===== src/rtl/spi_pkg.sv =====
// Shared types and sizes for the SPI receive-side pixel path.
// Used by spi_pixel_assembler and its pixel_fifo storage.
package spi_pkg;

  localparam int BYTE_W      = 8;
  localparam int PIXEL_W     = 24;
  localparam int PIXEL_BYTES = 3;
  localparam int FIFO_DEPTH  = 4;
  localparam int LEVEL_W     = 4;

  typedef logic [PIXEL_W-1:0] pixel_t;

  typedef enum logic [1:0] {
    IDLE  = 2'd0,
    ARMED = 2'd1,
    HOLD  = 2'd2
  } rx_state_t;

endpackage


===== src/rtl/pixel_fifo.sv =====
// Pixel storage between the byte assembler and the downstream pipeline.
// SPI_PIXEL_FIFO_EN selects a 4-entry FIFO; otherwise a single output register.
module pixel_fifo
  import spi_pkg::*;
(
  input  logic               clk,
  input  logic               reset,
  input  logic               push,
  input  pixel_t             push_data,
  input  logic               pop,
  output pixel_t             pop_data,
  output logic               full,
  output logic               empty,
  output logic [LEVEL_W-1:0] level
);

  logic do_push;
  logic do_pop;

  // A push into full storage is accepted only when a pop frees the slot this same edge.
  assign do_push = push & (~full | pop);
  assign do_pop  = pop & ~empty;

`ifdef SPI_PIXEL_FIFO_EN
  pixel_t     mem [FIFO_DEPTH];
  logic [1:0] wr_ptr;
  logic [1:0] rd_ptr;
  logic [2:0] count;

  always_ff @(posedge clk) begin
    if (reset) begin
      wr_ptr <= '0;
      rd_ptr <= '0;
      count  <= '0;
      for (int i = 0; i < FIFO_DEPTH; i++) mem[i] <= '0;
    end else begin
      if (do_push) begin
        mem[wr_ptr] <= push_data;
        wr_ptr      <= wr_ptr + 2'd1;
      end
      if (do_pop) rd_ptr <= rd_ptr + 2'd1;
      count <= count + 3'(do_push) - 3'(do_pop);
    end
  end

  assign pop_data = mem[rd_ptr];
  assign full     = (count == 3'(FIFO_DEPTH));
  assign empty    = (count == 3'd0);
  assign level    = {1'b0, count};
`else
  pixel_t data_q;
  logic   valid_q;

  always_ff @(posedge clk) begin
    if (reset) begin
      data_q  <= '0;
      valid_q <= 1'b0;
    end else if (do_push) begin
      data_q  <= push_data;
      valid_q <= 1'b1;
    end else if (do_pop) begin
      valid_q <= 1'b0;
    end
  end

  assign pop_data = data_q;
  assign full     = valid_q;
  assign empty    = ~valid_q;
  assign level    = {3'b000, valid_q};
`endif

endmodule


===== src/rtl/spi_pixel_assembler.sv =====
// Syncs SPI byte-done/CS into clk_i, packs R,G,B bytes into pixels, reports status on data_tx_o.
// Storage depth follows SPI_PIXEL_FIFO_EN (see pixel_fifo).
module spi_pixel_assembler
  import spi_pkg::*;
#(
  parameter int WORD_SIZE   = 8,
  parameter int PIXEL_BYTES = 3
) (
  input  logic                 clk_i,
  input  logic                 reset_i,
  input  logic                 cs_i,
  input  logic                 rxtx_done_i,
  input  logic [WORD_SIZE-1:0] data_rx_i,
  output logic [WORD_SIZE-1:0] data_tx_o,
  output logic [23:0]          pixel_o,
  output logic                 pixel_valid_o,
  input  logic                 pixel_ready_i,
  output logic                 overflow_o
);

  logic [1:0] cs_sync;
  logic [1:0] done_sync;
  logic       done_q;
  logic       cs_s;
  logic       done_rise;

  always_ff @(posedge clk_i) begin
    if (reset_i) begin
      cs_sync   <= '0;
      done_sync <= '0;
      done_q    <= 1'b0;
    end else begin
      cs_sync   <= {cs_sync[0], cs_i};
      done_sync <= {done_sync[0], rxtx_done_i};
      done_q    <= done_sync[1];
    end
  end

  assign cs_s      = cs_sync[1];
  assign done_rise = done_sync[1] & ~done_q;

  rx_state_t state;
  rx_state_t next_state;
  logic      capture;

  // A detected done rise wins over CS low in ARMED, so a late CS drop cannot lose the byte.
  always_comb begin
    next_state = state;
    capture    = 1'b0;
    case (state)
      IDLE:    if (cs_s) next_state = ARMED;
      ARMED: begin
        if (done_rise) begin
          capture    = 1'b1;
          next_state = HOLD;
        end else if (!cs_s) begin
          next_state = IDLE;
        end
      end
      HOLD:    if (!cs_s) next_state = IDLE;
      default: next_state = IDLE;
    endcase
  end

  logic [WORD_SIZE-1:0] slot_q [PIXEL_BYTES];
  logic [1:0]           byte_idx;
  logic                 push;

  always_ff @(posedge clk_i) begin
    if (reset_i) begin
      state    <= IDLE;
      byte_idx <= '0;
      push     <= 1'b0;
      for (int i = 0; i < PIXEL_BYTES; i++) slot_q[i] <= '0;
    end else begin
      state <= next_state;
      push  <= 1'b0;
      if (capture) begin
        slot_q[byte_idx] <= data_rx_i;
        if (byte_idx == 2'(PIXEL_BYTES - 1)) begin
          byte_idx <= '0;
          push     <= 1'b1;
        end else begin
          byte_idx <= byte_idx + 2'd1;
        end
      end
    end
  end

  // Downstream handshake: a pixel transfers on any clk_i edge where pixel_valid_o and
  // pixel_ready_i are both high; pixel_o holds and valid stays up until that transfer.
  pixel_t               push_data;
  logic                 pop;
  logic                 full;
  logic                 empty;
  logic [LEVEL_W-1:0]   level;
  logic                 drop;
  logic                 overflow_q;

  assign push_data = {slot_q[0], slot_q[1], slot_q[2]};
  assign pop       = pixel_valid_o & pixel_ready_i;
  assign drop      = push & full & ~pop;

  pixel_fifo u_pixel_fifo (
    .clk       (clk_i),
    .reset     (reset_i),
    .push      (push),
    .push_data (push_data),
    .pop       (pop),
    .pop_data  (pixel_o),
    .full      (full),
    .empty     (empty),
    .level     (level)
  );

  assign pixel_valid_o = ~empty;

  always_ff @(posedge clk_i) begin
    if (reset_i) begin
      overflow_q <= 1'b0;
      data_tx_o  <= '0;
    end else begin
      overflow_q <= overflow_q | drop;
      data_tx_o  <= {overflow_q, 3'b000, level};
    end
  end

  assign overflow_o = overflow_q;

endmodule


===== config.mk =====
export PLATFORM = sky130hd
export DESIGN_NAME = spi_pixel_assembler
export DESIGN_NICKNAME = d
export VERILOG_FILES = /design/src/rtl/spi_pkg.sv /design/src/rtl/pixel_fifo.sv /design/src/rtl/spi_pixel_assembler.sv
export SDC_FILE = /design/constraint.sdc
export NUM_CORES = 1
export LEC_CHECK = 0
export CORE_MARGIN = 1.5
export CORE_UTILIZATION = 55
export CTS_CLUSTER_SIZE = 12
export DETAILED_ROUTE_END_ITERATION = 6
export PLACE_DENSITY = 0.92
export SETUP_SLACK_MARGIN = 0.1
export SLEW_MARGIN = 20
export SYNTH_ARGS = -nofsm -noshare
export SYNTH_HDL_FRONTEND = slang
export SYNTH_SLANG_ARGS = --single-unit

===== constraint.sdc =====
create_clock -name clk_i -period 2.6 [get_ports clk_i]
set_input_delay 0.52 -clock clk_i [delete_from_list [all_inputs] [get_ports clk_i]]
set_output_delay 0.52 -clock clk_i [all_outputs]
set_load 0.005 [all_outputs]

## Word-level counts from Yosys, hierarchy flattened

Memory sizes are Yosys's and may differ from the RTL's. A register that Yosys moved wholly into a read port is not among the register bits.
Index checks and enable logic that the tools add are counted.
W data, S select, Z words.

| storage, ports and cells | value |
|---|---|
| bits of input ports | 13 |
| logic and storage cells | 50 |
| memories kept | 1 |
| output and inout port bits | 34 |
| memory bits (writable) | 24 |
| flip-flop bits (word level) | 20 |

| cells by class | value |
|---|---|
| reduce and logical (&&, ||, !) cells | 4 |
| multiplexer cells | 18 |
| bitwise logic cells | 12 |
| equal/unequal tests | 4 |
| add/subtract/negate cells | 1 |

Memory list:

| name | depth | bits a word | read ports | clocked after Yosys merged registers in | write ports | RTL line | text |
|---|---|---|---|---|---|---|---|
| slot_q | 3 | 8 | 3 | 3 | 3 | spi_pixel_assembler.sv:65 | `logic [WORD_SIZE-1:0] slot_q [PIXEL_BYTES];` |

Operator list:

| operator | number |
|---|---|
| $mux W1 | 11 |
| $mux W2 | 5 |
| $mux W8 | 1 |
| $reduce_or A8 Y1 | 1 |
| $and A1 B1 Y1 | 6 |
| $pmux W2 S3 | 1 |
| $eq A2 B2 Y1 const B | 2 |
| $not A1 Y1 | 4 |
| $add A2 B1 Y2 const B | 1 |
| $eq A2 B1 Y1 const B | 1 |
| $logic_not A2 Y1 | 1 |
| $ne A2 B2 Y1 const B | 1 |
| $or A1 B1 Y1 | 2 |
| $reduce_bool A2 Y1 | 1 |
| $reduce_or A2 Y1 | 1 |

## Longest topological paths before layout

Gate-level depths: netlist (run 1).

| logic depth | value |
|---|---|
| depth in word-level cells | 9 |
| mapped depth | 5 |

## Cells and area by module

Synthesis (run 1) repeated with hierarchy kept, for this count alone.

| unflattened totals | value |
|---|---|
| cell total of the unflattened synthesis | 216 |
| area total of the unflattened synthesis | 2666.3 µm² |

By module, submodules not included:

| module | instances | seq. area each (µm²) | cells an instance | area each (µm²) |
|---|---|---|---|---|
| spi_pixel_assembler | 1 | 1041.0 | 101 | 1486.4 |
| pixel_fifo | 1 | 500.5 | 115 | 1179.9 |

## Worst setup path before layout (run 1)

No wires, ideal clock.

| timing | value |
|---|---|
| path kind | input-to-reg |
| start | in reset_i |
| end | mem slot_q[2][0], enable pin |
| required time | 2.270 ns |
| setup time | 0.330 ns |
| buffers on the path | 2 |
| stages on the path | 5 |
| path slack | 0.950 ns |
| arrival | 1.320 ns |
| cells stage by stage | buf_4 -> nor2_1 -> and4bb_1 -> buf_6 -> or2_1 |

RTL lines:

| what | RTL line | text |
|---|---|---|
| start: declaration | spi_pixel_assembler.sv:10 | `input logic reset_i,` |
| end: declaration | spi_pixel_assembler.sv:65 |  |

==> impl_metrics.json, run 1 <==
{
  "p_per_area_nw_per_um2": 603,
  "critical_path.top_delay_family": "simple AND/OR/NAND/NOR gates",
  "vdd_drop_max_mv": 0.433,
  "route.detailed.vias_per_inst": 4.93,
  "timing.setup.tns_ns": 0,
  "logic_depth_of_the_worst_path_buffers_included": 4,
  "sort_of_element_at_the_start_of_the_critical_path": "primary input",
  "postSynthAreaPerCell_sq_um": 11.7,
  "worstPathCellList": "clkdlybuf4s50_1 -> nor2_1 -> and4bb_1 -> or2_1",
  "cts.reportedPaths.clkPinSlew_ns": 0.06,
  "critPathBufInv": 1,
  "detail_route.wirelength_um": 3970,
  "tritoncts.num_buffers": 9,
  "synth.lib_cells_used.distinct": 26,
  "fillerInstances": 291,
  "regToRegSetupSlack_ns": 0.92,
  "post-route-period-util_pct": 72.9,
  "post_cts_buffers": 0,
  "clock_sink_count": 62,
  "yosys.area.top_type": "sky130_fd_sc_hd__dfxtp_1",
  "clock_tree.htree_level_count": 3,
  "crit_path_max_fanout": 10,
  "ios": 47,
  "layout.nets": 263,
  "cts_max_path_buffers": 2,
  "chipWidth_um": 69.3,
  "crit_path_max_incr_delay_ns": 0.52,
  "dieArea_sq_um": 4800,
  "synth_ff_type": "sky130_fd_sc_hd__dfxtp_1",
  "critPathKind": "in2reg",
  "hp-class": "reg2reg",
  "flow.area_growth_from_synthesis_pct": 23.4,
  "worst-slew-pin-transition_ns": 0.740,
  "clock_tree.root_cell": "sky130_fd_sc_hd__clkbuf_8",
  "site_row_count": 23,
  "final-hold-violation-count": 0,
  "starting_utilization_of_the_core_area_pct": 58.7,
  "worst_r2r_startpoint": "state[0]$_SDFFE_PP0P_",
  "yosysTopAreaCellShare_pct": 31.5,
  "final_max_slew_viol_count": 0,
  "core_area_sq_um": 4120,
  "max_clock_freq_mhz": 527,
  "avgRoutedWirePerCell_um": 13.0,
  "critical_path_end": "slot_q[2][2]$_SDFFCE_PN0P_",
  "drc_errors": 0,
  "ys_top_cells_by_area": "sky130_fd_sc_hd__dfxtp_1, sky130_fd_sc_hd__edfxtp_1, sky130_fd_sc_hd__mux2i_1",
  "required_ns": 2.60,
  "antenna_found_initial": 0,
  "r2r_cells": 3,
  "final_worst_path_period_need_ns": 1.90,
  "placer_s_final_routability_congestion_estimate": 0.879,
  "grtUsageTotal_pct": 18.5,
  "ctsHoldBuffers": 0,
  "die-height_um": 69.3,
  "grt_start_max_net_pins": 51,
  "antenna-diode-count": 0,
  "firstDrtPassIters": 4,
  "synth.cell_area_sq_um": 2420,
  "ys.warnings.count": 0,
  "synthMostInstantiatedCell": "sky130_fd_sc_hd__nand2_1",
  "synth-edff-count": 24,
  "first_global_vias": 1405,
  "route.vias.total": 1505,
  "crit_arrival_ns": 1.90,
  "run_status": "completed",
  "clock_skew_ns": 0.00484,
  "crit_path_top_delay_cell": "sky130_fd_sc_hd__clkdlybuf4s50_1",
  "cap_violations": 0,
  "port-buffer-count": 40,
  "cts_tree": "done",
  "async_reset_ff_share_pct": 0,
  "drive_above_1_share_pct": 9.02,
  "grt_first_pass_wirelength_um": 6800,
  "detailedRoute.firstIterationViolations": 93,
  "critical_path.reg2reg.endpoint": "slot_q[2][2]$_SDFFCE_PN0P_",
  "dpl.hpwl_um": 2700,
  "leakagePower_nw": 1.06,
  "synthCells": 206,
  "fin_util_pct": 72.4,
  "synth_top_cells_by_count": "sky130_fd_sc_hd__nand2_1, sky130_fd_sc_hd__dfxtp_1, sky130_fd_sc_hd__and2_1, sky130_fd_sc_hd__edfxtp_1, sky130_fd_sc_hd__mux2i_1",
  "clock_insertion_delay_worst_skew_ns": 0.33,
  "setup_violations": 0,
  "worst_setup_path_startpoint": "reset_i",
  "residual_antenna_violating_net_count_after_detailed_routing": 0,
  "unrepaired_setup_endpoints_after_global_routing": "no",
  "crit_path_end_kind": "flop",
  "ctsResizeCount": 0,
  "synth_register_bits": 62,
  "synth_seq_area_share_pct": 61.3,
  "gr-total-overflow": 0,
  "max_slew_margin_pct": 50.6
}
==> per-layer routing <==
metal  track usage [%]  vias to the layer above  part of all wire (%)
met5                 0                        -                     0
met4              11.5                        0                   2.5
met3              4.94                        8                   4.5
met2              28.1                       44                    48
met1              23.5                      699                    45
li1                  -                      754                     -
==> through the flow <==
stage	area [sq um]	power (mW)	hold slack, ns	std cells	setup WS [ns]
floorplan	2430	1.09	0.414	211	0.950
global placement	2820	1.11	0.419	289	0.432
detailed placement	2820	1.11	0.433	289	0.375
CTS	2980	1.81	0.447	305	0.717
global route	2980	1.86	0.471	305	0.564
finish	2980	1.80	0.444	305	0.703
==> cells in the final DEF (no fill, tap or decap) <==
cell type,n
sky130_fd_sc_hd__nor2b_1,7
sky130_fd_sc_hd__clkdlybuf4s50_1,40
sky130_fd_sc_hd__nand3b_1,1
sky130_fd_sc_hd__nand2b_1,1
sky130_fd_sc_hd__a31o_1,1
sky130_fd_sc_hd__nor4_4,2
sky130_fd_sc_hd__buf_4,5
sky130_fd_sc_hd__inv_2,1
sky130_fd_sc_hd__nor2_1,4
sky130_fd_sc_hd__edfxtp_1,24
sky130_fd_sc_hd__or2_1,3
sky130_fd_sc_hd__clkbuf_1,4
sky130_fd_sc_hd__o31ai_1,1
sky130_fd_sc_hd__and3_1,1
sky130_fd_sc_hd__nand2_1,48
sky130_fd_sc_hd__nand3_1,1
sky130_fd_sc_hd__and2_1,24
sky130_fd_sc_hd__clkinv_1,1
sky130_fd_sc_hd__clkbuf_8,10
sky130_fd_sc_hd__clkinv_2,1
sky130_fd_sc_hd__mux2i_1,24
sky130_fd_sc_hd__conb_1,6
sky130_fd_sc_hd__nor2b_2,2
sky130_fd_sc_hd__dfxtp_1,38
sky130_fd_sc_hd__a21oi_1,2
sky130_fd_sc_hd__nand3b_2,1
sky130_fd_sc_hd__nand4bb_4,1
sky130_fd_sc_hd__and4bb_1,1
==> cells by family after synthesis <==
group	share of synthesized area [%]
multiplexers	9.94
other	0.155
AO/OA/AOI/OAI	1.09
AND/OR/NAND/NOR	22.4
buffers and inverters	5.07
flip-flops	61.3
==> worst min-delay path by stage <==
stage,startpoint,endpoint,slack [ns],depth (start not counted)
floorplan,cs_sync[0]$_SDFF_PP0_,cs_sync[1]$_SDFF_PP0_,0.41,1
detailed placement,cs_sync[0]$_SDFF_PP0_,cs_sync[1]$_SDFF_PP0_,0.43,1
CTS,cs_sync[0]$_SDFF_PP0_,cs_sync[1]$_SDFF_PP0_,0.45,1
global placement,done_sync[0]$_SDFF_PP0_,done_sync[1]$_SDFF_PP0_,0.42,1
finish,cs_sync[0]$_SDFF_PP0_,cs_sync[1]$_SDFF_PP0_,0.44,1
global route,cs_sync[0]$_SDFF_PP0_,cs_sync[1]$_SDFF_PP0_,0.47,1
==> area by class of cell <==
class,instances,area (sq um),share of cell area (%)
Clock inverter,2,8.76,0.294
Clock buffer,14,153,5.12
Multi-Input combinational cell,131,833,28.0
Inverter,1,3.75,0.126
Tap cell,50,62.6,2.10
Sequential cell,62,1480,49.7
Timing Repair Buffer,45,438,14.7
==> power by group <==
group	internal [mW]	switching (mW)	total [mW]
clock network	0.369	0.336	0.705
registers	1.02	0.00599	1.03
logic	0.0259	0.0362	0.0621
total	1.42	0.378	1.80
==> flip-flops by register name, summed over array words and instances, names as in the netlist <==
register,count
pixel_o,24
slot_q,24
byte_idx,2
cs_sync,2
data_tx_o,2
done_sync,2
state,2
done_q,1
overflow_o,1
push,1
u_pixel_fifo.full,1
(Power assumes the default switching activity.)
==> run 2: changes to the inputs <==
CORE_UTILIZATION = 51   (was 55)
PLACE_DENSITY = 0.87   (was 0.92)
clock period = 1.9 ns   (was 2.6 ns; I/O delays follow)
==> run 2 against run 1 <==
  * Non-clock buffer count up 4
  * Sequential cell count unchanged
  * Global-route usage shrank 0.36 points
  * Critical path type unchanged
  * The flow now finishes with violations (design-rule violations)
==> impl_metrics.json, run 2 (synthesis gave the netlist of run 1 again) <==
{
  "route.detailed.vias_per_inst": 4.86,
  "ctsResizeCount": 0,
  "detail_route.wirelength_um": 4240,
  "tritoncts.num_buffers": 9,
  "flow.area_growth_from_synthesis_pct": 28.4,
  "crit_path_max_fanout": 8,
  "layout_common_cells": "sky130_fd_sc_hd__nand2_1, sky130_fd_sc_hd__clkdlybuf4s50_1, sky130_fd_sc_hd__dfxtp_1",
  "post-route-period-util_pct": 89.4,
  "layout.nets": 267,
  "ios": 47,
  "grt_start_max_net_pins": 25,
  "starting_utilization_of_the_core_area_pct": 54.4,
  "timing.hold.ws_ns": 0.437,
  "die-height_um": 71.8,
  "final_worst_path_period_need_ns": 1.70,
  "failed_checks": "design-rule violations",
  "routing_usage_on_met3_pct": 7.59,
  "cts_max_path_buffers": 2,
  "unrepaired_setup_endpoints_after_global_routing": "no",
  "residual_antenna_violating_net_count_after_detailed_routing": 0,
  "cts_tree": "done",
  "cap_violations": 0,
  "vdd_drop_max_mv": 0.613,
  "crit_path_top_delay_cell": "sky130_fd_sc_hd__clkdlybuf4s50_1",
  "avgRoutedWirePerCell_um": 13.6,
  "worstPathCellList": "clkdlybuf4s50_1 -> buf_4 -> nor4_4 -> or2_1",
  "antenna_found_initial": 0,
  "drive_above_1_share_pct": 11.6,
  "firstDrtPassIters": 6,
  "crit_path_end_kind": "flop",
  "clock_tree.htree_level_count": 3,
  "ctsHoldBuffers": 0,
  "chipWidth_um": 71.8,
  "crit_path_max_incr_delay_ns": 0.53,
  "critical_path.top_delay_family": "buffers and inverters",
  "multiInputGateArea_sq_um": 833,
  "route.vias.total": 1510,
  "met2_usage_in_global_routing_pct": 30.5,
  "clock_sink_count": 62,
  "critPathBufInv": 2,
  "antenna-diode-count": 0,
  "setup_violations": 0,
  "clock_tree.root_cell": "sky130_fd_sc_hd__clkbuf_8",
  "fillerInstances": 340,
  "dieArea_sq_um": 5160,
  "leakagePower_nw": 1.12,
  "sort_of_element_at_the_start_of_the_critical_path": "primary input",
  "gr-total-overflow": 0,
  "cts.reportedPaths.clkPinSlew_ns": 0.07,
  "critPathKind": "in2reg",
  "dpl.hpwl_um": 3040,
  "gr-max-usage-layer": "met2",
  "grt_first_pass_wirelength_um": 6840,
  "clock_insertion_delay_worst_skew_ns": 0.33,
  "run_status": "finished, violations left",
  "met1_usage_pct": 20.3,
  "place_inst": 295,
  "max_clock_freq_mhz": 589,
  "final_max_slew_viol_count": 0,
  "timing.setup.tns_ns": 0,
  "final-hold-violation-count": 0,
  "fin_cells": 311,
  "core_area_sq_um": 4440,
  "p_per_area_nw_per_um2": 867,
  "clock_skew_ns": 0.00637,
  "detailedRoute.firstIterationViolations": 46,
  "port-buffer-count": 40,
  "required_ns": 1.90,
  "post_cts_buffers": 0,
  "crit_arrival_ns": 1.70,
  "placer_s_final_routability_congestion_estimate": 0.794,
  "seqCellArea_sq_um": 1480,
  "hp-class": "reg2reg",
  "first_global_vias": 1472,
  "most_common_library_cell_in_the_layout_ignoring_fill_and_taps": "sky130_fd_sc_hd__nand2_1",
  "grtUsageTotal_pct": 18.1,
  "site_row_count": 24,
  "drc_errors": 3
}
## run 2: changes by cell type in the layout (fill, tap and decap cells not counted), sizes merged
cell	previous run	this run
buf	5	9
## run 2: power breakdown
| part | switching [mW] | total (mW) | internal [mW] | leakage [nW] |
|---|---|---|---|---|
| clock | 0.487 | 1.19 | 0.698 | 0.110 |
| sequential | 0.00855 | 1.41 | 1.40 | 0.555 |
| combinational | 0.0522 | 0.0971 | 0.0449 | 0.460 |
## run 2: per-layer routing
| layer | up-vias | wire length, um |
|---|---|---|
| met5 | - | 0 |
| met4 | 0 | 13 |
| met1 | 703 | 1820 |
| li1 | 767 | - |
| met2 | 38 | 2190 |
| met3 | 2 | 212 |
## run 2: worst register-to-register path, delay by kind of cell, from the launching register on
family           cells  cell delay [ns]
DFF                  1             0.42
and+or+nand+nor      3             0.80
## run 2: path summary, 6_finish.rpt
check,start,to,slack [ns],cells past startpoint
max,reset_i,slot_q[0][1]$_SDFFCE_PN0P_,0.20,4
min,done_sync[0]$_SDFF_PP0_,done_sync[1]$_SDFF_PP0_,0.44,1
max reg2reg,state[0]$_SDFFE_PP0P_,slot_q[2][6]$_SDFFCE_PN0P_,0.34,3
min reg2reg,done_sync[0]$_SDFF_PP0_,done_sync[1]$_SDFF_PP0_,0.44,1
## run 2: final cells by class
class                   instances  share of cell area (%)
flip-flops and latches         62                    47.7
multi-input cells             131                    26.9
repair buffers                 49                    16.3
clock buffers                  14                    6.61
well taps                      52                    2.10
clock inverters                 2                   0.282
inverters                       1                   0.121
## run 2: through the flow
stage	util [%]	instance area, sq um	total power [mW]	setup slack [ns]
after detailed placement	65.0	2890	1.54	-0.143
after global routing	69.8	3100	2.77	0.148
final	69.8	3100	2.69	0.202
after global placement	65.0	2890	1.53	-0.0845
after CTS	69.8	3100	2.72	0.222
after floorplan	-	2430	1.49	0.390
==> run 3: changes to the inputs <==
CORE_MARGIN = 3   (was 1.5)
==> run 3 against run 2 <==
  * The run now ends clean
  * Critical path type is now reg2out
  * Largest cell class unchanged
  * Sequential share of layout area fell by 0.34 points
  * Critical endpoint is now overflow_o
  * Routed wire length shrank 3.8%
  * Clock skew up 0.0038 ns
  * Sequential cell count unchanged
  * Count of clock-buffer cells in the layout fell by 2
  * Power grew 3.8%
  * Global-route usage decreased by 1.6 points
  * Die area rose by 8.5%
  * Cell count did not move
  * Cell area grew 0.73%
  * Worst hold slack got worse by 0.0013 ns
  * Sequential power is essentially flat
==> impl_metrics.json, run 3 (synthesis gave the netlist of run 1 again) <==
{
  "crit_path_end_kind": "output pin",
  "critPathKind": "reg2out",
  "crit_path_max_incr_delay_ns": 0.51,
  "critPathBufInv": 1,
  "layout_common_cells": "sky130_fd_sc_hd__nand2_1, sky130_fd_sc_hd__clkdlybuf4s50_1, sky130_fd_sc_hd__dfxtp_1",
  "port-buffer-count": 40,
  "route.vias.total": 1531,
  "grt_start_max_net_pins": 49,
  "timing.setup.tns_ns": 0,
  "avgRoutedWirePerCell_um": 13.1,
  "crit_path_top_delay_cell": "sky130_fd_sc_hd__clkdlybuf4s50_1",
  "firstDrtPassIters": 4,
  "sort_of_element_at_the_start_of_the_critical_path": "flop",
  "gr-total-overflow": 0,
  "crit_arrival_ns": 1.20,
  "final-hold-violation-count": 0,
  "cts_tree": "done",
  "fillerInstances": 322,
  "p_per_area_nw_per_um2": 894,
  "grt_first_pass_wirelength_um": 6580,
  "hp-class": "reg2reg",
  "final_max_slew_viol_count": 0,
  "worst_hold_path_startpoint": "done_sync[0]$_SDFF_PP0_",
  "fin_ws_ns": 0.325,
  "ctsHoldBuffers": 0,
  "post-route-period-util_pct": 82.9,
  "worst_r2r_startpoint": "done_q$_SDFF_PP0_",
  "setup_violations": 0,
  "chipWidth_um": 74.8,
  "power.switching_mw": 0.541,
  "clock_tree.root_cell": "sky130_fd_sc_hd__clkbuf_8",
  "antenna-diode-count": 0,
  "ios": 47,
  "share_of_power_burned_in_registers_pct": 50.4,
  "timing.hold.ws_ns": 0.436,
  "power.internal_mw": 2.25,
  "clock_sink_count": 62,
  "comb_power_share_pct": 3.6,
  "critical_path.top_delay_family": "buffers and inverters",
  "antenna_found_initial": 0,
  "ctsResizeCount": 0,
  "crit_path_max_fanout": 3,
  "seqCellArea_sq_um": 1480,
  "die-height_um": 74.8,
  "leakagePower_nw": 1.13,
  "layout.nets": 267,
  "final_worst_path_period_need_ns": 1.58,
  "cap_violations": 0,
  "clock_skew_ns": 0.0102,
  "required_ns": 1.52,
  "pre_cts_slack_ns": 0.0187,
  "site_row_count": 24,
  "most_common_library_cell_in_the_layout_ignoring_fill_and_taps": "sky130_fd_sc_hd__nand2_1",
  "cts.reportedPaths.clkPinSlew_ns": 0.06,
  "flow.area_growth_from_synthesis_pct": 29.4,
  "placer_s_final_routability_congestion_estimate": 0.744,
  "route.detailed.vias_per_inst": 4.92,
  "drc_errors": 0,
  "cts_max_path_buffers": 2,
  "dpl.hpwl_um": 2840,
  "worstPathCellList": "clkdlybuf4s50_1",
  "tritoncts.num_buffers": 9,
  "power.clock.fraction_pct": 46.0,
  "max_clock_freq_mhz": 635,
  "drive_above_1_share_pct": 11.6,
  "core_area_sq_um": 4470,
  "power.switching_fraction_pct": 19.4,
  "multiInputGateArea_sq_um": 833,
  "starting_utilization_of_the_core_area_pct": 54.0,
  "detailedRoute.firstIterationViolations": 70,
  "grtUsageTotal_pct": 16.5,
  "unrepaired_setup_endpoints_after_global_routing": "no",
  "post_cts_buffers": 0,
  "run_status": "completed",
  "clock_insertion_delay_worst_skew_ns": 0.34,
  "vdd_drop_max_mv": 0.580,
  "residual_antenna_violating_net_count_after_detailed_routing": 0,
  "dieArea_sq_um": 5600,
  "worst_setup_path_startpoint": "overflow_o$_SDFF_PP0_",
  "first_global_vias": 1512,
  "detail_route.wirelength_um": 4080,
  "clock_tree.htree_level_count": 3
}
run 3: routing by layer:
metal	up-vias	share of wire [%]	GRT usage, %
met5	-	0	0
met4	0	2.7	10.9
met3	11	7.7	7.61
met2	44	47	26.4
met1	709	42	17.6
li1	767	-	-
run 3: through the flow:
stage / cell area (sq um) / utilization, % / power (mW) / std cells
global route: 3130 / 69.9 / 2.88 / 311
floorplan: 2430 / - / 1.49 / 211
finish: 3130 / 69.9 / 2.79 / 311
CTS: 3130 / 69.9 / 2.81 / 311
global placement: 2900 / 64.8 / 1.53 / 295
detailed placement: 2900 / 64.8 / 1.54 / 295
run 3: worst paths after layout:
kind	to	slack [ns]	cells after the start
worst max register to register	slot_q[2][3]$_SDFFCE_PN0P_	0.36	3
worst min register to register	done_sync[1]$_SDFF_PP0_	0.44	1
worst min-delay path	done_sync[1]$_SDFF_PP0_	0.44	1
worst max-delay path	overflow_o	0.32	1
run 3: area by class of cell:
| type | count | area share [%] |
|---|---|---|
| well taps | 52 | 2.08 |
| multi-input cells | 131 | 26.7 |
| flip-flops and latches | 62 | 47.4 |
| clock inverters | 4 | 2.20 |
| inverters | 1 | 0.120 |
| repair buffers | 49 | 16.6 |
| clock buffers | 12 | 4.96 |
run 3: power groups by stage:
stage          logic, mW  registers [mW]  clock network [mW]
6_report           0.100            1.41                1.28
5_1_grt            0.110            1.41                1.36
4_1_cts            0.100            1.41                1.30
3_5_place_dp       0.100            1.44                   0
3_3_place_gp      0.0976            1.44                   0
2_1_floorplan     0.0551            1.44                   0
==> RTL change 1: new RTL, config.mk and constraints of run 1 <==
The 3 states of `rx_state_t` get a one-hot encoding in 3 bits.
--- a/src/rtl/spi_pkg.sv
+++ b/src/rtl/spi_pkg.sv
@@ -11,8 +11,8 @@
   typedef logic [PIXEL_W-1:0] pixel_t;
 
-  typedef enum logic [1:0] {
-    IDLE  = 2'd0,
-    ARMED = 2'd1,
-    HOLD  = 2'd2
+  typedef enum logic [2:0] {
+    IDLE  = 3'b001,
+    ARMED = 3'b010,
+    HOLD  = 3'b100
   } rx_state_t;
 
Formal check against the unedited RTL: same outputs for any inputs over 10 cycles, from zero or initial values and one cycle with reset_i high; not proved beyond that.
==> RTL change 1 against run 1 <==
Global-route usage rose by 1.9 points; routed wire length rose by 17%; worst setup slack improved by 180 ps; sequential cell count rose by 1; total power rose by 12%; synthesized area rose by 1.5%; final cell count rose by 4.6%; utilization fell by 1.4 points; final area rose by 3.1%; critical path depth fell by 3; clock skew barely moved; fmax rose by 11%; highest routed layer unchanged.
==> RTL change 1: results (changes against run 1) <==
[metrics] count of unique library cells instantiated by Yosys: 29 (+12%)
[metrics] outcome: complete, no violations
[metrics] via count of the first global-routing pass: 1611 (+15%)
[metrics] data arrival time of the worst path: 1190 ps (-710 ps)
[metrics] pin count of the biggest net entering global routing: 41 (-20%)
[metrics] clk_skew: 5.13 ps (+0.291 ps)
[metrics] largest fanout on the critical path: 4 (-6)
[metrics] dominant register cell in the synthesized netlist: dfxtp_1
[metrics] Antenna Diode Count: 0 (unchanged)
[metrics] clk_lat worst skew: 330 ps (about the same)
[metrics] Slowest cell on crit path: clkdlybuf4s50_1
[metrics] final-layout worst hold slack: 438 ps (-6.36 ps)
[metrics] Layout Nets: 275 (+4.6%)
[metrics] total track usage: 20.4% (+1.9 points)
[metrics] detailed router's first-iteration violation count: 65 (-30%)
[metrics] async set or reset register ratio after synthesis: 0% (unchanged)
[metrics] port buffer count: 40 (unchanged)
[metrics] H-tree depth: 3 (unchanged)
[metrics] cell types occupying the most area after synthesis: dfxtp_1 (32%), edfxtp_1 (29%), and2_1 (6.1%)
[metrics] fraction of met1 tracks used by global routing: 25.4% (+1.9 points)
[metrics] kind of path behind the tightest hold check: reg -> reg
[metrics] Crit path largest cell delay: 510 ps
[metrics] cell types with the highest counts after synthesis: dfxtp_1 (39), a21oi_1 (26), o21ai_0 (25)
[metrics] Max clock buf depth: 2 (unchanged)
[metrics] total clock buffers created by CTS: 9 (unchanged)
[metrics] Post-Place Worst Slack: 558 ps (+183 ps)
[metrics] Post-CTS Setup Bufs: 0 (unchanged)
[metrics] number of iterations in the first detailed-routing pass: 4 (unchanged)
[metrics] worst IR drop on VDD: 0.555 mV (+28%)
[metrics] Root Buffer: clkbuf_8
[metrics] sequential-to-total area share from yosys stat: 61.3% (about the same)
[metrics] count of synthesis-stage warnings from yosys: 0 (unchanged)
[metrics] cell family contributing the most delay on the critical path: buffers and inverters
[metrics] Post-CTS Resized: 0 (unchanged)
[metrics] antenna violations before repair: 0 (unchanged)
[metrics] internal reg-to-reg setup slack: 990 ps (+70 ps)
[metrics] fraction of layout instances using a drive strength above 1: 8.99% (-0.031 points)
[metrics] wire length of the first global-routing pass: 7.51 mm (+11%)
[metrics] maximum frequency from static timing analysis: 584 MHz (+11%)
[metrics] number of flops mapped to enable cells by yosys: 24 (unchanged)
[metrics] Clk pin slew, worst setup/hold paths: 60 ps (about the same)
[metrics] total half-perimeter wirelength after legalization and detailed placement: 3.06 mm (+13%)
[metrics] post-detailed-route via-to-cell ratio: 5.35 (+8.5%)
[metrics] leakage component of the power: 1.06 nW (-0.67%)
[metrics] met2 track demand over resource in global routing: 32.6% (+4.5 points)
[metrics] worst slew margin relative to its limit: 51.4% (+0.80 points)
[metrics] GR Util met3: 4.36% (-0.58 points)
[metrics] final estimated routing congestion in global placement: 0.827 (-5.9%)
[metrics] number of filler instances in the final layout: 328 (+13%)
[metrics] Total Routed Length: 4.65 mm (+17%)
[RTL change 1: cell count changes in the layout (fill, tap and decap cells not counted), moves of 3 or more]
cell and change:
mux2i_1 -24, o21ai_0 +25, nand3_1 +23, nand2_1 -48, a21oi_1 +24, nor2b_1 +4, inv_1 +3, a31o_2 +3
[RTL change 1: final timing paths]
check | end | cells past startpoint | startpoint
max | pixel_valid_o | 1 | u_pixel_fifo.full
min | done_sync[1] | 1 | done_sync[0]
max reg2reg | slot_q[1][5] | 3 | state[0]
min reg2reg | done_sync[1] | 1 | done_sync[0]
[RTL change 1: cell type report]
cell class | count | area [um2] | share of cell area (%)
Clock buffer | 12 | 145 | 4.73
Clock inverter | 4 | 68.8 | 2.24
Inverter | 4 | 15.0 | 0.489
Multi-Input combinational cell | 141 | 853 | 27.8
Sequential cell | 63 | 1500 | 48.9
Tap cell | 52 | 65.1 | 2.12
Timing Repair Buffer | 43 | 423 | 13.8
[RTL change 1: logic make-up after synthesis]
family	after synthesis	share of synthesized area, %
simple gates	75	20.6
buf+inv	24	4.70
flops	63	61.3
compound gates	60	13.3
other cells	1	0.153
[RTL change 1: stage by stage]
stage	area (um2)	cells
6_report	3070	319
5_1_grt	3070	319
4_1_cts	3070	319
3_5_place_dp	2860	303
3_3_place_gp	2860	303
2_1_floorplan	2470	228
[RTL change 1: power by group]
| group | switching, mW | internal, mW |
|---|---|---|
| sequential | 0.00697 | 1.04 |
| clock | 0.350 | 0.562 |
| combinational | 0.0300 | 0.0250 |
| total | 0.387 | 1.63 |
[RTL change 1: metal layers]
layer / wire length, um / part of all wire (%)
met1: 2020 / 43
met2: 2310 / 50
met3: 251 / 5.4
met4: 70 / 1.5
met5: 0 / 0
==> RTL change 2: new RTL, config.mk and constraints of run 1 <==
Made on the original files. The option `SPI_PIXEL_FIFO_EN` is turned on by a define.
--- a/src/rtl/pixel_fifo.sv
+++ b/src/rtl/pixel_fifo.sv
@@ -1,4 +1,6 @@
 // Pixel storage between the byte assembler and the downstream pipeline.
 // SPI_PIXEL_FIFO_EN selects a 4-entry FIFO; otherwise a single output register.
+`define SPI_PIXEL_FIFO_EN
+
 module pixel_fifo
   import spi_pkg::*;
Check against the original RTL: no difference found for any inputs over 10 cycles, from zero or initial values and one cycle with reset_i high; that may be too few to reach the edited logic, so the function may still have changed.
==> RTL change 2 against run 1 <==
Final area up 150%; sequential cell count up 82; synthesized cell count up 85%; synthesized area grew to 2.5 times the old value; largest power group unchanged; hold slack better by 7.9 ps; routed wire length rose to 3.1 times the old value; non-clock buffer count increased by 16; worst setup slack worse by 560 ps; sequential power grew to 2.6 times the old value; total power grew to 3.6 times the old value.
==> RTL change 2: results (changes against run 1) <==
[metrics] dominant register cell in the synthesized netlist: edfxtp_1
[metrics] Root Buffer: clkbuf_8
[metrics] cell types with the highest counts after synthesis: and2_1 (121), edfxtp_1 (120), dfxtp_1 (24), mux4_2 (24)
[metrics] leakage component of the power: 2.77 nW (+160%)
[metrics] transition time at the pin with the least slew margin: 889 ps (+148 ps)
[metrics] detailed router's first-iteration violation count: 237 (+150%)
[metrics] Post-Synth XOR/XNOR Area: 0.434% (+0.43 points)
[metrics] clk_skew: 8.98 ps (+4.14 ps)
[metrics] wire length of the first global-routing pass: 19.2 mm (+180%)
[metrics] worst IR drop on VDD: 0.627 mV (+45%)
[metrics] internal reg-to-reg setup slack: 430 ps (-490 ps)
[metrics] net switching share of the total power: 22.6% (+1.5 points)
[metrics] final estimated routing congestion in global placement: 0.797 (-9.4%)
[metrics] fraction of the mapped netlist area in adder cells: 0.538% (+0.54 points)
[metrics] data arrival time of the worst path: 1930 ps (+30 ps)
[metrics] number of iterations in the first detailed-routing pass: 5 (+1)
[metrics] via count of the first global-routing pass: 3548 (+150%)
[metrics] Total Routed Length: 12.3 mm (+210%)
[metrics] WHS Path Cells: 1 (unchanged)
[metrics] vias post-DR: 3326 (+120%)
[metrics] Post-Place Worst Slack: 35.3 ps (-340 ps)
[metrics] port buffer count: 42 (+5.0%)
[metrics] sequential-to-total area share from yosys stat: 67.5% (+6.2 points)
[metrics] H-tree depth: 4 (+1)
[metrics] pin count of the biggest net entering global routing: 29 (-43%)
[metrics] cell types occupying the most area after synthesis: edfxtp_1 (60%), and2_1 (13%), mux4_2 (8.9%)
[metrics] count of unique library cells instantiated by Yosys: 38 (+46%)
[metrics] outcome: complete, no violations
[metrics] fraction of the mapped netlist area in compound gates: 1.39% (+0.30 points)
[metrics] clk_lat worst skew: 520 ps (+190 ps)
[metrics] largest fanout on the critical path: 6 (-4)
[metrics] number of flops mapped to enable cells by yosys: 120 (+400%)
[metrics] Layout Nets: 456 (+73%)
[metrics] top-count cell post-synth: and2_1
[metrics] Critical R2R Launch: u_pixel_fifo.count[1]
[metrics] endpoint of the worst register-to-register path: u_pixel_fifo.count[2]
[metrics] reg2reg path depth: 8 (+5)
[metrics] total track usage: 23.2% (+4.7 points)
[metrics] number of filler instances in the final layout: 664 (+130%)
[metrics] mux share of post-synthesis cell area: 9.28% (-0.66 points)
[metrics] total clock buffers created by CTS: 17 (+8)
[metrics] total half-perimeter wirelength after legalization and detailed placement: 6.87 mm (+150%)
[metrics] type of origin of the critical path: flop
[metrics] fraction of layout instances using a drive strength above 1: 21.2% (+12 points)
## RTL change 2: logic make-up (layout without fill, tap and decap cells)
group | after synthesis | count (layout)
adder cells (fa/ha/maj) | 2 | 2
AO/OA/AOI/OAI | 12 | 12
other | 1 | 5
XOR/XNOR | 3 | 3
multiplexers | 26 | 26
AND/OR/NAND/NOR | 166 | 166
buffers and inverters | 27 | 96
flip-flops | 144 | 144
## RTL change 2: critical path, cell delays in order, from the launching register on
cell,delay [ps]
dfxtp_4,390
buf_12,120
buf_16,130
mux4_2,490
dlygate4sd2_1,280
## RTL change 2: final cells by class
class | instances | area (um2) | area share [%]
diodes | 1 | 2.50 | 0.0339
clock buffers | 18 | 418 | 5.67
clock inverters | 13 | 213 | 2.88
inverters | 4 | 15.0 | 0.204
multi-input cells | 213 | 1830 | 24.8
flip-flops and latches | 144 | 4090 | 55.4
well taps | 140 | 175 | 2.38
repair buffers | 61 | 634 | 8.60
## RTL change 2: worst max path at each step
stage,endpoint,slack [ps],depth (start not counted)
2_1_floorplan,u_pixel_fifo.mem[2][0],250,3
3_5_place_dp,u_pixel_fifo.mem[0][15],40,5
4_1_cts,pixel_o[19],80,5
3_3_place_gp,u_pixel_fifo.count[2],100,10
6_report,pixel_o[16],150,4
5_1_grt,pixel_o[1],100,4
## RTL change 2: per-layer routing
metal  track usage, %  up-vias  part of all wire, %
met4             8.65        0                  1.7
met3             5.45       19                  5.8
met2             41.8      138                   56
li1                 -     1501                    -
met5                0        -                    0
met1             26.8     1668                   36
## RTL change 2: what timing repair did
action | 4_1_cts | 5_1_grt
endpoints found under the setup margin | 24 | 3
pin swaps | 0 | 0
cloned | 3 | 0
buffers inserted | 3 | 0
resized for setup | 63 | 3
## RTL change 2: stage by stage
step | utilization (%) | area, um2 | cells | hold WS (ps)
6_report | 68.3 | 7370 | 594 | 452
5_1_grt | 68.3 | 7370 | 593 | 480
2_1_floorplan | - | 6070 | 384 | 414
3_5_place_dp | 61.8 | 6670 | 556 | 443
4_1_cts | 68.3 | 7370 | 593 | 456
3_3_place_gp | 61.8 | 6670 | 556 | 418
## RTL change 2: power groups by stage
| stage | registers (mW) | logic [mW] | clock network, mW |
|---|---|---|---|
| 2_1_floorplan | 2.71 | 0.551 | 0 |
| 3_3_place_gp | 2.73 | 0.964 | 0 |
| 3_5_place_dp | 2.74 | 0.979 | 0 |
| 4_1_cts | 2.71 | 1.12 | 2.57 |
| 5_1_grt | 2.72 | 1.18 | 2.69 |
| 6_report | 2.71 | 1.10 | 2.57 |
